`src/rtl/scan_lbist_ctrl.sv`:
```
// Logic-BIST controller for a single scan chain: LFSR pattern source on SI,
// one capture per pattern, MISR compaction of SO into a 16-bit signature.
module scan_lbist_ctrl #(
    parameter int          CHAIN_LEN = 64,
    parameter int          NUM_PAT   = 16,
    parameter logic [15:0] SEED      = 16'hACE1
) (
    input  logic        CK,
    input  logic        RN,
    input  logic        start,
    input  logic        abort,
    input  logic        SO,
    output logic        SE,
    output logic        SI,
    output logic        busy,
    output logic        done,
    output logic [15:0] signature
);

    localparam int BW = (CHAIN_LEN > 1) ? $clog2(CHAIN_LEN) : 1;
    localparam int PW = (NUM_PAT > 0) ? $clog2(NUM_PAT + 1) : 1;
    localparam logic [BW-1:0] LAST_BIT = BW'(CHAIN_LEN - 1);
    localparam logic [PW-1:0] LAST_PAT = PW'(NUM_PAT - 1);

    typedef enum logic [2:0] {IDLE, SHIFT, CAPTURE, UNLOAD, DONE} state_t;

    state_t          state;
    logic [15:0]     lfsr;
    logic [15:0]     misr;
    logic [BW-1:0]   bit_cnt;
    logic [PW-1:0]   pat_cnt;
    logic [15:0]     lfsr_nxt;
    logic [15:0]     misr_nxt;

    assign lfsr_nxt  = {lfsr[14:0], lfsr[15] ^ lfsr[13] ^ lfsr[12] ^ lfsr[10]};
    assign misr_nxt  = {misr[14:0], misr[15] ^ misr[13] ^ misr[12] ^ misr[10] ^ SO};
    assign SI        = (state == SHIFT) & lfsr[15];
    assign signature = misr;

    // SE/busy/done are registered alongside the state so no input reaches SE combinationally.
    always_ff @(posedge CK) begin
        if (!RN) begin
            state   <= IDLE;
            lfsr    <= SEED;
            misr    <= 16'h0000;
            bit_cnt <= '0;
            pat_cnt <= '0;
            SE      <= 1'b0;
            busy    <= 1'b0;
            done    <= 1'b0;
        end else if (abort && busy) begin
            state <= IDLE;
            SE    <= 1'b0;
            busy  <= 1'b0;
            done  <= 1'b0;
        end else begin
            case (state)
                IDLE, DONE: begin
                    if (start) begin
                        state   <= SHIFT;
                        lfsr    <= SEED;
                        misr    <= 16'h0000;
                        bit_cnt <= '0;
                        pat_cnt <= '0;
                        SE      <= 1'b1;
                        busy    <= 1'b1;
                        done    <= 1'b0;
                    end
                end
                SHIFT: begin
                    lfsr <= lfsr_nxt;
                    // first load unloads pre-run chain contents, which are not compacted
                    if (pat_cnt != '0) misr <= misr_nxt;
                    if (bit_cnt == LAST_BIT) begin
                        bit_cnt <= '0;
                        state   <= CAPTURE;
                        SE      <= 1'b0;
                    end else begin
                        bit_cnt <= bit_cnt + BW'(1);
                    end
                end
                CAPTURE: begin
                    pat_cnt <= pat_cnt + PW'(1);
                    SE      <= 1'b1;
                    if (pat_cnt != LAST_PAT) state <= SHIFT;
                    else                     state <= UNLOAD;
                end
                UNLOAD: begin
                    misr <= misr_nxt;
                    if (bit_cnt == LAST_BIT) begin
                        bit_cnt <= '0;
                        state   <= DONE;
                        SE      <= 1'b0;
                        busy    <= 1'b0;
                        done    <= 1'b1;
                    end else begin
                        bit_cnt <= bit_cnt + BW'(1);
                    end
                end
                default: begin
                    state <= IDLE;
                    SE    <= 1'b0;
                    busy  <= 1'b0;
                    done  <= 1'b0;
                end
            endcase
        end
    end

endmodule

```
`config.mk`:
```
export PLATFORM = sky130hd
export DESIGN_NAME = scan_lbist_ctrl
export DESIGN_NICKNAME = d
export VERILOG_FILES = /design/src/rtl/scan_lbist_ctrl.sv
export SDC_FILE = /design/constraint.sdc
export NUM_CORES = 1
export LEC_CHECK = 0
export BUFFER_PORTS_ARGS = -buffer_cell sky130_fd_sc_hd__clkbuf_2
export CORE_MARGIN = 1.5
export CORE_UTILIZATION = 35
export CTS_CLUSTER_SIZE = 28
export DETAILED_ROUTE_END_ITERATION = 10
export GPL_TIMING_DRIVEN = 0
export PLACE_DENSITY = 0.6
export SETUP_SLACK_MARGIN = 0.4
export SYNTH_ARGS = -nofsm -noshare
export SYNTH_HDL_FRONTEND = slang
export SYNTH_SLANG_ARGS = --single-unit
```
`constraint.sdc`:
```
create_clock -name CK -period 2.1 [get_ports CK]
set_clock_uncertainty 0.2 [all_clocks]
set_input_delay 0 -clock CK [delete_from_list [all_inputs] [get_ports CK]]
set_output_delay 0 -clock CK [all_outputs]
set_load 0.1 [all_outputs]
```
# Yosys cells after proc, flatten, opt, wreduce, memory -nomap -nowiden
# Index checks and enable logic that the tools add are counted.
# word_totals
out_inout_bits,20
word_cells,72
ff_bits,49
# classes
n_reduce_logical,18
bitwise_logic,11
eq_ne,11
n_mux,22
n_addsub,2
# ops
operator,n
two-way mux 16 bit,3
one-hot mux 16 bit (3 select lines),1
one-hot mux 16 bit (2 select lines),1
AND reduction 3 bit,5
two-way mux 6 bit,2
one-hot mux 3 bit (4 select lines),1
one-hot mux 6 bit (2 select lines),1
one-hot mux 5 bit (2 select lines),1
two-way mux 3 bit,3
one-hot mux 1 bit (3 select lines),3
OR reduction 2 bit,4
bitwise XOR 1 bit,7
adder 6 x 1 -> 6 bit (second input constant),1
equality test 3 x 2 -> 1 bit (second input constant),2
equality test 6 bit (second input constant),1
!= test 2 x 1 -> 1 bit (second input constant),3
nonzero test 2 bit,3
adder 5 x 1 -> 5 bit (second input constant),1
two-way mux 5 bit,1
!= test 5 x 4 -> 1 bit (second input constant),1
nonzero test 5 bit,1
two-way mux 1 bit,4
!= test 2 bit (second input constant),2
AND reduction 4 bit,1
9 further kinds,11

# Depth between registers and ports, before layout
# Gate-level depths: netlist (run 1).
# logic_depth
depth_word,6
mapped_depth,7
ltp_nobuf,7

# Worst setup path before layout (run 1)
# Ideal clock, no wire load.
# synth_path
path_kind,reg-to-reg
startpoint,register busy
endpoint,register lfsr[0]
setup_ns,0.129
slack_ns,-0.170
t_required_ns,1.771
stages_incl_launch_ff,6
n_path_buf,1
t_arrival_ns,1.941
synth_period_minus_slack_ns,2.270
cell_sequence,dfxtp_1 -> and2_1 -> buf_1 -> a211oi_2 -> o22ai_1 -> nand2_1
# synth_via
elab_chain_cells,3
# synth_lines
element,line,source
"start, declared",15,"output logic busy,"
"start signal, assigned",49,busy <= 1'b0;
"start signal, assigned",54,busy <= 1'b0;
"start signal, assigned",66,busy <= 1'b1;
logical AND 1 bit,51,end else if (abort && busy) begin
NOT 1 bit (no source line),-,
AND reduction 3 bit (no source line),-,
"end signal, assigned",71,lfsr <= lfsr_nxt;
"end, declared",28,logic [15:0] lfsr;
# Every way passes these cells.
# A chain may end at the register's enable or synchronous reset.

# Worst setup path in the final report (run 1)
# layout_path
startpoint,register state[0]
endpoint,register misr[9] (netlist: signature[9])
# layout_via
elab_chain_cells,4
word_cells_on_any_way,10
cone_classes,eq/ne (5); mux (1); reduce/logical (4)
# layout_lines
element,line,source
"start, declared",27,state_t state;
"start signal, assigned",43,state <= IDLE;
"start signal, assigned",52,state <= IDLE;
"start signal, assigned",60,state <= SHIFT;
equality test 3 bit / logical NOT 3 bit (equally long branches),57,case (state)
OR reduction 2 bit,57,
!= test 2 bit (no source line) / nonzero test 3 bit (equally long branches),-,
AND reduction 4 bit (no source line),-,
"end signal, assigned",73,if (pat_cnt != '0) misr <= misr_nxt;
"end signal, assigned",89,misr <= misr_nxt;
"end, declared",29,logic [15:0] misr;
# Several ways; a longest one is shown, not always the timed one.

==> results.cfg, run 1 <==
[floorplan]
ios = 25
core_um2 = 5920
start_util_pct = 36.3
die_h_um = 81.4
dieArea_um2 = 6630
rows = 28
die_w_um = 81.4

[synthesis]
avgSynthCellArea_um2 = 9.52
yosys.cell_types.count = 50
synthTopCellsByArea = dfxtp_1, nor2b_1, a22oi_1
synth_top_area_cell = dfxtp_1
synth_top_area_share_pct = 45.6
postSynthCellCount = 226
synthFlopType = dfxtp_1
ys_ff_latch = 49
async_flop_share_pct = 0
synth_edf_count = 0
synthesis.area_um2 = 2150
synth_fp_nets = 235
ys_seq_area_share_pct = 45.6
synth.yosys.warnings = 0

[setup_path]
worstPathArrival_ps = 1900
cp-start-kind = flop
path_buf_inv = 2
endpoint_kind = flop
crit_top_cell = buf_6
startpoint = state[0]$_SDFFE_PP0P_
crit_path_max_fanout = 7
crit_family = compound AO/OA/AOI/OAI gates
cp.required_ps = 2100
critPathSlowestCell = a221o_4
path_cells = or3b_4, buf_6, a221o_4, buf_6, a22oi_2, nor2b_1
cpPeakStageDelay_ps = 410
r2r-start = state[0]$_SDFFE_PP0P_
crit_type = reg2reg

[clocking]
cts_tree = done
clock_sinks = 49
cts.root.buffer_cell = clkbuf_8
clk_latency_ps = 310
cts.htree.levels = 2
clk_pin_slew_ps = 90
cts_buffer_depth = 2
cts_buffers = 5

[layout]
fillCellCount = 543
insertedDiodeCount = 0
finalCoreUtilization_pct = 49.7
final_layout_size_suffix_gt1_share_pct = 43.1
final_cells = 349
area_growth_pct = 36.9
nets = 282
final_cell_mix = dfxtp_1, nor2b_1, clkbuf_2
layout_commonest_cell = dfxtp_1

[detailed_routing]
antenna_left = 0
vias = 1855
wl_um = 5130
dr.pass1.iters = 4
wl_per_cell_um = 14.7
drcViolationCount = 0
vias_per_cell = 5.32
drtIter0Drc = 92

[placement]
place_inst = 325
place_congestion = 0.759
hpwlAfterDp_um = 3230
place.port_buffers = 24

[sta]
period_share_pct = 90.3
tightestPinTransition_ps = 552
fmax_ghz = 0.527
rsz0062_at_grt = true
hold_viol_final = 0
finalSetupViolCount = 0
maxSlewHeadroom_pct = 63.4
min_period_ps = 1900
maxSlewViolCount = 0
fin_tns_setup_ps = 0

[power_and_ir_drop]
leakage_nw = 1.03
p_per_area_nw_per_um2 = 665
power.total_w = 0.00196
swShare_pct = 28.0
p_sw_w = 0.000548
power.internal_w = 0.00141
seqPwrFrac_pct = 49.7
ir_drop_mv = 0.292
p_clk_share_pct = 31.2
combPwrFrac_pct = 19.1

[global_route]
grt_pass1_wl_um = 7850
antenna_found_initial = 0
grt_max_degree = 15
grt_overflow = 0
gr-usage-all-layers_pct = 15.5
grt_pass1_vias = 1629

[run]
drv_cap = 0

[hold_path]
hold_path.class = in2reg
hold_start = start

[status]
status = finished, final reports clean
-- worst min-delay path: stages --
cell and delay, ps:
clkbuf_2 140, nand2b_4 110, a211o_4 210, a22oi_2 90
nor2b_1 90
-- power groups by stage --
stage | logic, W | clock network [W] | registers [W]
finish | 0.000374 | 0.000612 | 0.000974
CTS | 0.000314 | 0.000627 | 0.000972
global route | 0.000398 | 0.000655 | 0.000977
detailed placement | 0.000251 | 0 | 0.000994
global placement | 0.000250 | 0 | 0.000994
floorplan | 0.000170 | 0 | 0.00102
-- kinds of logic after synthesis --
group	count (synthesis)	synth area share, %
flip-flops	49	45.6
buffers and inverters	16	3.43
XOR/XNOR	8	3.90
adder cells (fa/ha/maj)	4	2.33
multiplexers	1	0.465
AO/OA/AOI/OAI	67	22.4
AND/OR/NAND/NOR	81	21.9
-- final cells by class --
| class | instances | area, µm² | area share [%] |
|---|---|---|---|
| well taps | 75 | 93.8 | 3.19 |
| clock buffers | 7 | 96.3 | 3.27 |
| repair buffers | 40 | 279 | 9.47 |
| multi-input cells | 161 | 1370 | 46.6 |
| plain buffers | 12 | 85.1 | 2.89 |
| inverters | 4 | 15.0 | 0.510 |
| clock inverters | 1 | 5.00 | 0.170 |
| flip-flops and latches | 49 | 1000 | 33.9 |
-- final timing paths --
| path | end | cells past startpoint | slack, ps |
|---|---|---|---|
| worst min register to register | done$_SDFFE_PP0P_ | 2 | 270 |
| worst min-delay path | lfsr[14]$_SDFFE_PN0P_ | 5 | 170 |
| worst max-delay path | signature[9]$_SDFFE_PN0P_ | 6 | 200 |
| worst max register to register | signature[9]$_SDFFE_PN0P_ | 6 | 200 |
-- layer usage --
| metal | track usage (%) | up-vias | share of wire, % | wire (µm) |
|---|---|---|---|---|
| met4 | 7.24 | 0 | 2.3 | 118 |
| li1 | - | 913 | - | - |
| met3 | 3.00 | 8 | 2.8 | 145 |
| met1 | 21.0 | 899 | 48 | 2470 |
| met5 | 0 | - | 0 | 0 |
| met2 | 23.6 | 35 | 47 | 2390 |
-- synthesized netlist by cell type (4+ instances only) --
| cell type | n |
|---|---|
| dfxtp_1 | 49 |
| nor2b_1 | 31 |
| a22oi_1 | 25 |
| nand2_1 | 16 |
| a21oi_1 | 10 |
| o22ai_1 | 8 |
| nor2_1 | 7 |
| buf_2 | 5 |
| clkbuf_1 | 5 |
| a21boi_1 | 4 |
| ha_1 | 4 |
| nand3_1 | 4 |
| xor2_1 | 4 |
-- flip-flops by register name (all words and copies together) (netlist names) --
signal,flops
lfsr,16
pat_cnt,5
state,3
signature,16
bit_cnt,6
done,1
SE,1
busy,1
-- metrics by stage --
step	hold slack (ps)	area [µm²]	setup WS, ps
after floorplan	-46.9	2170	277
after global placement	159	2390	132
after detailed placement	160	2390	105
after CTS	135	2740	232
after global routing	191	2950	159
final	170	2950	203
-- timing repair --
action / in CTS / in global routing
setup buffers: 6 / 5
endpoints found under the hold margin: 9 / 0
pin swaps: 7 / 18
hold buffers: 4 / 0
resized for setup: 39 / 44
cloned: 1 / 0
setup endpoints to repair: 41 / 46
Note: power is estimated with default switching activity, not from simulation.
==> run 2: changes to the inputs <==
==> constraint.sdc (replaced) <==
create_clock -name CK -period 2.1 [get_ports CK]
set_clock_uncertainty 0.2 [all_clocks]
set_input_delay 0.42 -clock CK [delete_from_list [all_inputs] [get_ports CK]]
set_output_delay 0.42 -clock CK [all_outputs]
set_load 0.1 [all_outputs]
==> run 2 against run 1 <==
Against the previous run:
- combinational power fell by 10%
- critical path depth did not move
- setup slack got worse by 51 ps
==> results.cfg, run 2 (synthesis results as in run 1) <==
[status]
status = finished, final reports clean

[placement]
hpwlAfterDp_um = 3070
place_congestion = 0.768
dp_slack_ps = -60.1
place_area_um2 = 2380
place.port_buffers = 24

[sta]
whs_ps = 241
tightestPinTransition_ps = 455
min_period_ps = 1950
maxSlewViolCount = 0
fmax_ghz = 0.514
finalSetupViolCount = 0
hold_viol_final = 0
fin_ws_ps = 153
maxSlewHeadroom_pct = 69.7
rsz0062_at_grt = true
period_share_pct = 92.7

[clocking]
cts.root.buffer_cell = clkbuf_8
clock_sinks = 49
clk_latency_ps = 310
clk_pin_slew_ps = 90
cts_buffers = 5
cts_buffer_depth = 2
cts_tree = done
cts.htree.levels = 2

[setup_path]
path_cells = or3b_1, buf_6, a221o_4, buf_4, a22oi_2, nor2b_1
path_buf_inv = 2
crit_type = reg2reg
cpPeakStageDelay_ps = 450
r2r-start = state[0]$_SDFFE_PP0P_
crit_family = compound AO/OA/AOI/OAI gates
r2r_slack_ps = 150
crit_end = signature[15]$_SDFFE_PN0P_
critPathSlowestCell = a221o_4
worstPathArrival_ps = 1950
startpoint = state[0]$_SDFFE_PP0P_
cp.required_ps = 2100
reg2reg_depth = 6
cp.depth = 6
crit_path_max_fanout = 8
r2r_end = signature[15]$_SDFFE_PN0P_
cp-start-kind = flop
endpoint_kind = flop

[floorplan]
start_util_pct = 36.3
die_w_um = 81.4
dieArea_um2 = 6630
die_h_um = 81.4
ios = 25
core_um2 = 5920
rows = 28

[layout]
finalCoreUtilization_pct = 48.6
design_area_um2 = 2880
final_layout_size_suffix_gt1_share_pct = 34.3
layout_commonest_cell = dfxtp_1
insertedDiodeCount = 0
nets = 276
final_cell_mix = dfxtp_1, nor2b_1, buf_4
fillCellCount = 557
area_growth_pct = 33.7

[detailed_routing]
antenna_left = 0
drcViolationCount = 0
wl_um = 4910
wl_met2_um = 2270
top_layer = met4
wl_per_cell_um = 14.3
met1_length_um = 2440
vias_per_cell = 5.21
wl_met3_um = 123
dr.pass1.iters = 4
drtIter0Drc = 95
vias = 1788

[global_route]
gr-usage-all-layers_pct = 15.2
grt_max_degree = 17
grt_overflow = 0
grt_pass1_vias = 1639
antenna_found_initial = 0
grt_pass1_wl_um = 7870

[power_and_ir_drop]
swShare_pct = 25.8
ir_drop_mv = 0.410
seqPwrFrac_pct = 45.8
p_clk_share_pct = 38.4
combPwrFrac_pct = 15.8
p_per_area_nw_per_um2 = 738
p_sw_w = 0.000547
power.total_w = 0.00212
power.internal_w = 0.00158
leakage_nw = 1.03

[hold_path]
hold_path.class = in2reg

[run]
drv_cap = 0
run 2: cell count changes in the layout (fill, tap and decap cells not counted), moves of 3 or more:
cell	change
a21oi_1	+3
a22oi_1	+9
a22oi_2	-9
buf_4	+8
clkbuf_2	-19
clkbuf_4	+7
dlygate4sd3_1	-4
run 2: final cells by class:
| cell class | instances | area, µm² | area share (%) |
|---|---|---|---|
| clock buffer | 5 | 68.8 | 2.39 |
| sequential | 49 | 997 | 34.7 |
| tap | 75 | 93.8 | 3.26 |
| inverter | 4 | 15.0 | 0.522 |
| clock inverter | 3 | 68.8 | 2.39 |
| multi-input combinational | 161 | 1250 | 43.5 |
| timing repair buffer | 34 | 295 | 10.3 |
| buffer | 12 | 86.3 | 3.00 |
run 2: how the worst min path moves through the flow:
| stage | start | endpoint | slack, ps | cells after the start |
|---|---|---|---|---|
| 2_1_floorplan | lfsr[5]$_SDFFE_PN1P_ | lfsr[6]$_SDFFE_PN1P_ | 240 | 2 |
| 3_3_place_gp | done$_SDFFE_PP0P_ | done$_SDFFE_PP0P_ | 260 | 2 |
| 3_5_place_dp | lfsr[5]$_SDFFE_PN1P_ | lfsr[6]$_SDFFE_PN1P_ | 260 | 2 |
| 4_1_cts | RN | pat_cnt[1]$_SDFFE_PN0P_ | 240 | 2 |
| 5_1_grt | RN | pat_cnt[1]$_SDFFE_PN0P_ | 240 | 2 |
| 6_report | RN | pat_cnt[1]$_SDFFE_PN0P_ | 240 | 2 |
run 2: metal layers:
layer / global-route usage (%) / vias to the layer above
met3: 3.11 / 7
met5: 0 / -
met1: 20.6 / 859
li1: - / 900
met4: 5.17 / 0
met2: 23.9 / 22
run 2: timing repair:
item | CTS | global route
pin swaps | 10 | 9
cloned | 1 | 0
hold buffers | 0 | 0
buffers inserted | 6 | 3
endpoints found under the setup margin | 59 | 58
hold endpoints to repair | 0 | 0
resized for setup | 59 | 24
run 2: power groups by stage:
stage / logic (W) / clock network [W] / registers [W]
detailed placement: 0.000251 / 0 / 0.000995
global placement: 0.000250 / 0 / 0.000994
CTS: 0.000311 / 0.000818 / 0.000973
floorplan: 0.000172 / 0 / 0.00102
finish: 0.000335 / 0.000816 / 0.000972
global route: 0.000358 / 0.000863 / 0.000976
run 2: worst register-to-register path, cell delays in order, from the launching register on:
cell,delay (ps)
dfxtp_2,340
or3b_1,380
buf_6,130
a221o_4,450
buf_4,160
a22oi_2,120
nor2b_1,70
run 2: stage by stage:
stage,setup TNS (ps),std cells
floorplan,0,226
global placement,-485,325
detailed placement,-501,325
CTS,0,340
global route,0,343
finish,0,343
